===== src/rtl/pipe_buffer_pkg.sv =====
// rtl/pipe_buffer_pkg.sv - shared field-size parameters for the fetch/decode stage buffer
package pipe_buffer_pkg;

    localparam int ADDR_SIZE  = 31;
    localparam int INSTR_SIZE = 31;

    typedef enum logic [1:0] {
        BUF_IDLE  = 2'd0,
        BUF_ENQ   = 2'd1,
        BUF_DEQ   = 2'd2,
        BUF_BOTH  = 2'd3
    } buf_op_t;

    function automatic buf_op_t buf_op(input logic enq, input logic deq);
        return buf_op_t'({deq, enq});
    endfunction

endpackage


===== src/rtl/pipe_buffer.sv =====
// rtl/pipe_buffer.sv - small FIFO of {pc,instr} entries between fetch and decode
// Output fields come straight from storage, so there is no combinational input-to-output path.
module pipe_buffer
    import pipe_buffer_pkg::*;
#(
    parameter int ADDR_W  = ADDR_SIZE + 1,
    parameter int INSTR_W = INSTR_SIZE + 1,
    parameter int DEPTH   = 2
) (
    input  logic                     clk,
    input  logic                     reset,
    input  logic [ADDR_W-1:0]        in_pc,
    input  logic [INSTR_W-1:0]       in_instr,
    input  logic                     in_valid,
    output logic                     in_ready,
    output logic [ADDR_W-1:0]        out_pc,
    output logic [INSTR_W-1:0]       out_instr,
    output logic                     out_valid,
    input  logic                     out_ready,
    input  logic                     stall,
    input  logic                     flush,
    output logic [$clog2(DEPTH):0]   count
);

    localparam int PW = $clog2(DEPTH);
    localparam int CW = PW + 1;
    localparam int EW = ADDR_W + INSTR_W;
    localparam logic [CW-1:0] FULL = CW'(DEPTH);

    logic [EW-1:0] mem [DEPTH];
    logic [PW-1:0] wr_ptr;
    logic [PW-1:0] rd_ptr;
    logic          enq;
    logic          deq;

    assign in_ready  = (count != FULL);
    assign out_valid = (count != '0);
    assign out_pc    = mem[rd_ptr][EW-1:INSTR_W];
    assign out_instr = mem[rd_ptr][INSTR_W-1:0];

    assign enq = in_valid && in_ready && !flush && !reset;
    assign deq = out_valid && out_ready && !stall && !flush && !reset;

    always_ff @(posedge clk) begin
        if (reset || flush) begin
            count  <= '0;
            wr_ptr <= '0;
            rd_ptr <= '0;
        end else begin
            if (enq)
                wr_ptr <= wr_ptr + 1'b1;
            if (deq)
                rd_ptr <= rd_ptr + 1'b1;
            case (buf_op(enq, deq))
                BUF_ENQ: count <= count + 1'b1;
                BUF_DEQ: count <= count - 1'b1;
                default: count <= count;
            endcase
        end
    end

    // Storage is deliberately left uncleared by reset and flush.
    always_ff @(posedge clk) begin
        if (enq)
            mem[wr_ptr] <= {in_pc, in_instr};
    end

`ifdef SIMULATE
    always @(posedge clk) begin
        if (!reset && flush)
            $display("%0t PIPEBUF flush pc=%h instr=%h", $time, out_pc, out_instr);
        else if (deq)
            $display("%0t PIPEBUF deq pc=%h instr=%h", $time, out_pc, out_instr);
    end
`endif

endmodule

===== config.mk =====
export PLATFORM = sky130hd
export DESIGN_NAME = pipe_buffer
export DESIGN_NICKNAME = d
export VERILOG_FILES = /design/src/rtl/pipe_buffer_pkg.sv /design/src/rtl/pipe_buffer.sv
export SDC_FILE = /design/constraint.sdc
export NUM_CORES = 1
export LEC_CHECK = 0
export ABC_CLOCK_PERIOD_IN_PS = 4400
export BUFFER_PORTS_ARGS = -buffer_cell sky130_fd_sc_hd__buf_2
export CORE_ASPECT_RATIO = 0.75
export CORE_MARGIN = 3
export CORE_UTILIZATION = 51
export CTS_CLUSTER_SIZE = 40
export DETAILED_ROUTE_END_ITERATION = 10
export PLACE_DENSITY = 0.78
export SETUP_SLACK_MARGIN = 0.4
export SLEW_MARGIN = 20
export SYNTH_ARGS = -nofsm -noshare
export SYNTH_HDL_FRONTEND = slang
export SYNTH_SLANG_ARGS = --single-unit
export TNS_END_PERCENT = 5

===== constraint.sdc =====
create_clock -name clk -period 4.4 [get_ports clk]
set_input_delay 0.22 -clock clk [delete_from_list [all_inputs] [get_ports clk]]
set_output_delay 0.22 -clock clk [all_outputs]
set_load 0.005 [all_outputs]

==> flow_summary.json <==
{
  "fmax_ghz": 0.4139,
  "die_height_um": 90.53,
  "synth-main-ff-cell": "edfxtp_1",
  "place.gp.congestion": 0.7119,
  "postCtsSetupRepairBufs": 0,
  "cts.hold.buffers_added": 47,
  "synth_nets": 301,
  "syn_to_final_growth_pct": 38.53,
  "drv_slew": 0,
  "fin_crit_sh": 0.5492,
  "dr.first_iter.drc_count": 143,
  "worst-r2r-setup-slack_ns": 1.98,
  "antenna_cells": 0,
  "synth_area_leaders": "edfxtp_1 (79%), mux2_2 (15%), dfxtp_1 (2.1%)",
  "fin_skew_ns": 0.008243,
  "crit_path_start_kind": "flop",
  "grt_pass1_vias": 3272,
  "grt_start_max_net_pins": 49,
  "power.density_mw_per_mm2": 415.3,
  "cts-root-buf": "clkbuf_16",
  "synth_edf_count": 128,
  "io_pins": 138,
  "htreeDepth": 4,
  "ys_types": 19,
  "tns_ns": 0,
  "port_buffers": 137,
  "synthArstFlopShare": 0,
  "drc_errors": 0,
  "crit_required_ns": 4.48,
  "yosysWarningCount": 0,
  "cp.arrival_ns": 2.50,
  "die_w_um": 118.7,
  "tritoncts.num_buffers": 17,
  "syn_area_per_cell_um2": 21.12,
  "rsz0062_at_grt": "false",
  "final_hold_viol_count": 0,
  "grt_overflow_total": 0,
  "fin_crit_ns": 2.416,
  "die-area_mm2": 0.01075,
  "fin_nets": 504,
  "post-dp-hpwl_um": 6058,
  "status": "complete, no violations",
  "initial_core_util": 0.5305,
  "clk_pin_slew_ns": 0.05,
  "tightest_slew_ns": 1.015,
  "final_core_util": 0.7348,
  "insertion_delay_ns": 0.40,
  "core_mm2": 0.009159,
  "setup_violations": 0,
  "yosysMostFrequentCell": "edfxtp_1",
  "mappedNetlistArea_mm2": 0.004858,
  "yosys-top-cells-count": "edfxtp_1 (128), mux2_2 (64), buf_4 (6)",
  "worstSetupPathType": "reg2reg",
  "post_cts_resized": 0,
  "antenna_found_initial": 0,
  "critical_path.max_fanout": 35,
  "vias": 2841,
  "final_antenna_net_count": 0,
  "peakVddDrop_mv": 0.3283,
  "p_leak_nw": 2.511,
  "drive_gt1_frac": 0.5326,
  "synth-seq-cells": 133,
  "grt_use_total": 0.1967,
  "endpoint_kind": "flop",
  "slew_headroom": 0.3219,
  "syn_inst": 230,
  "vias_per_cell": 4.958,
  "cts.path.max_buffers": 2,
  "grt_pass1_wl_um": 15870,
  "yosysTopAreaCellShare": 0.7911,
  "std_cell_rows": 30,
  "fillCellCount": 585,
  "wl_um": 10070,
  "drv_cap": 0,
  "avgRoutedWirePerCell_um": 17.58,
  "drt_pass1_iterations": 4,
  "cts_tree": "built",
  "yosysSeqAreaShare": 0.8117,
  "hold_path_class": "in2reg",
  "synth_largest_area_cell": "edfxtp_1",
  "numClockSinks": 133
}
-- layer usage --
metal	vias up	wire, um	track usage
met5	-	0	0
li1	1316	-	-
met4	0	172	0.08100
met2	126	5091	0.3262
met3	17	806	0.08579
met1	1382	4004	0.2243
-- state kept, by name (all words and copies together) (netlist names), named ones only --
name	flops
rd_ptr	1
mem	128
wr_ptr	1
count	2
-- final timing paths --
kind / from / endpoint / cells after the start
worst max-delay path: count[0] / mem[0][54] / 4
worst min-delay path: in_instr[1] / mem[0][1] / 1
worst max register to register: count[0] / mem[0][54] / 4
worst min register to register: count[1] / count[1] / 2
-- worst max-delay path, stage by stage, from the launching register on --
cell and delay [ns]:
dfxtp_1 0.42, nand2b_1 0.20, nand3_1 0.22, nor2_4 0.83, buf_4 0.42
-- final cells by class --
| type | count | area [um2] | area share |
|---|---|---|---|
| well taps | 128 | 160.2 | 0.02380 |
| flip-flops and latches | 133 | 3948 | 0.5865 |
| clock inverters | 12 | 90.09 | 0.01339 |
| multi-input cells | 87 | 868.3 | 0.1290 |
| repair buffers | 192 | 1224 | 0.1818 |
| clock buffers | 19 | 432.9 | 0.06432 |
| inverters | 2 | 7.507 | 0.001115 |
-- cell usage in the layout (no fill, tap or decap), types with 2 or more instances in the layout --
| cell | n |
|---|---|
| buf_2 | 137 |
| edfxtp_1 | 128 |
| mux2_2 | 64 |
| dlygate4sd3_1 | 50 |
| clkbuf_16 | 17 |
| clkinv_2 | 6 |
| buf_4 | 5 |
| a21oi_1 | 4 |
| dfxtp_1 | 4 |
| nor2_1 | 3 |
| clkinvlp_4 | 3 |
| nand2b_1 | 2 |
| nand3_1 | 2 |
| inv_1 | 2 |
| nor2_4 | 2 |
| o21ai_0 | 2 |
| or3_1 | 2 |
| clkinv_1 | 2 |
| clkbuf_1 | 2 |
-- metrics by stage --
stage	worst slack (ns)	total power [mW]	instance area, um2	hold slack [ns]	cells
6_report	1.984	2.795	6730	0.01948	573
5_1_grt	1.762	2.884	6730	0.002414	573
4_1_cts	1.640	2.812	6698	0.002827	570
3_5_place_dp	1.928	1.543	5704	0.4112	492
3_3_place_gp	2.057	1.537	5704	0.4070	492
2_1_floorplan	0.4971	1.478	4858	0.3189	230
-- power by group --
group | switching (mW) | leakage (nW) | internal [mW]
Combinational | 0.0556 | 1.05 | 0.0770
Sequential | 0.00621 | 1.20 | 1.41
Clock | 0.481 | 0.253 | 0.761
-- logic make-up (layout without fill, tap and decap cells) --
kind of cell,count (synthesis),count (layout),share of synthesized area
muxes,64,64,0.1483
DFF,133,133,0.8117
adders and majority gates,1,1,0.002575
xor gates and xnor gates,2,2,0.003606
buffers and inverters,10,225,0.01262
AOI/OAI and AO/OA,7,7,0.007727
and+or+nand+nor,13,13,0.01339
(Power assumes the default switching activity.)
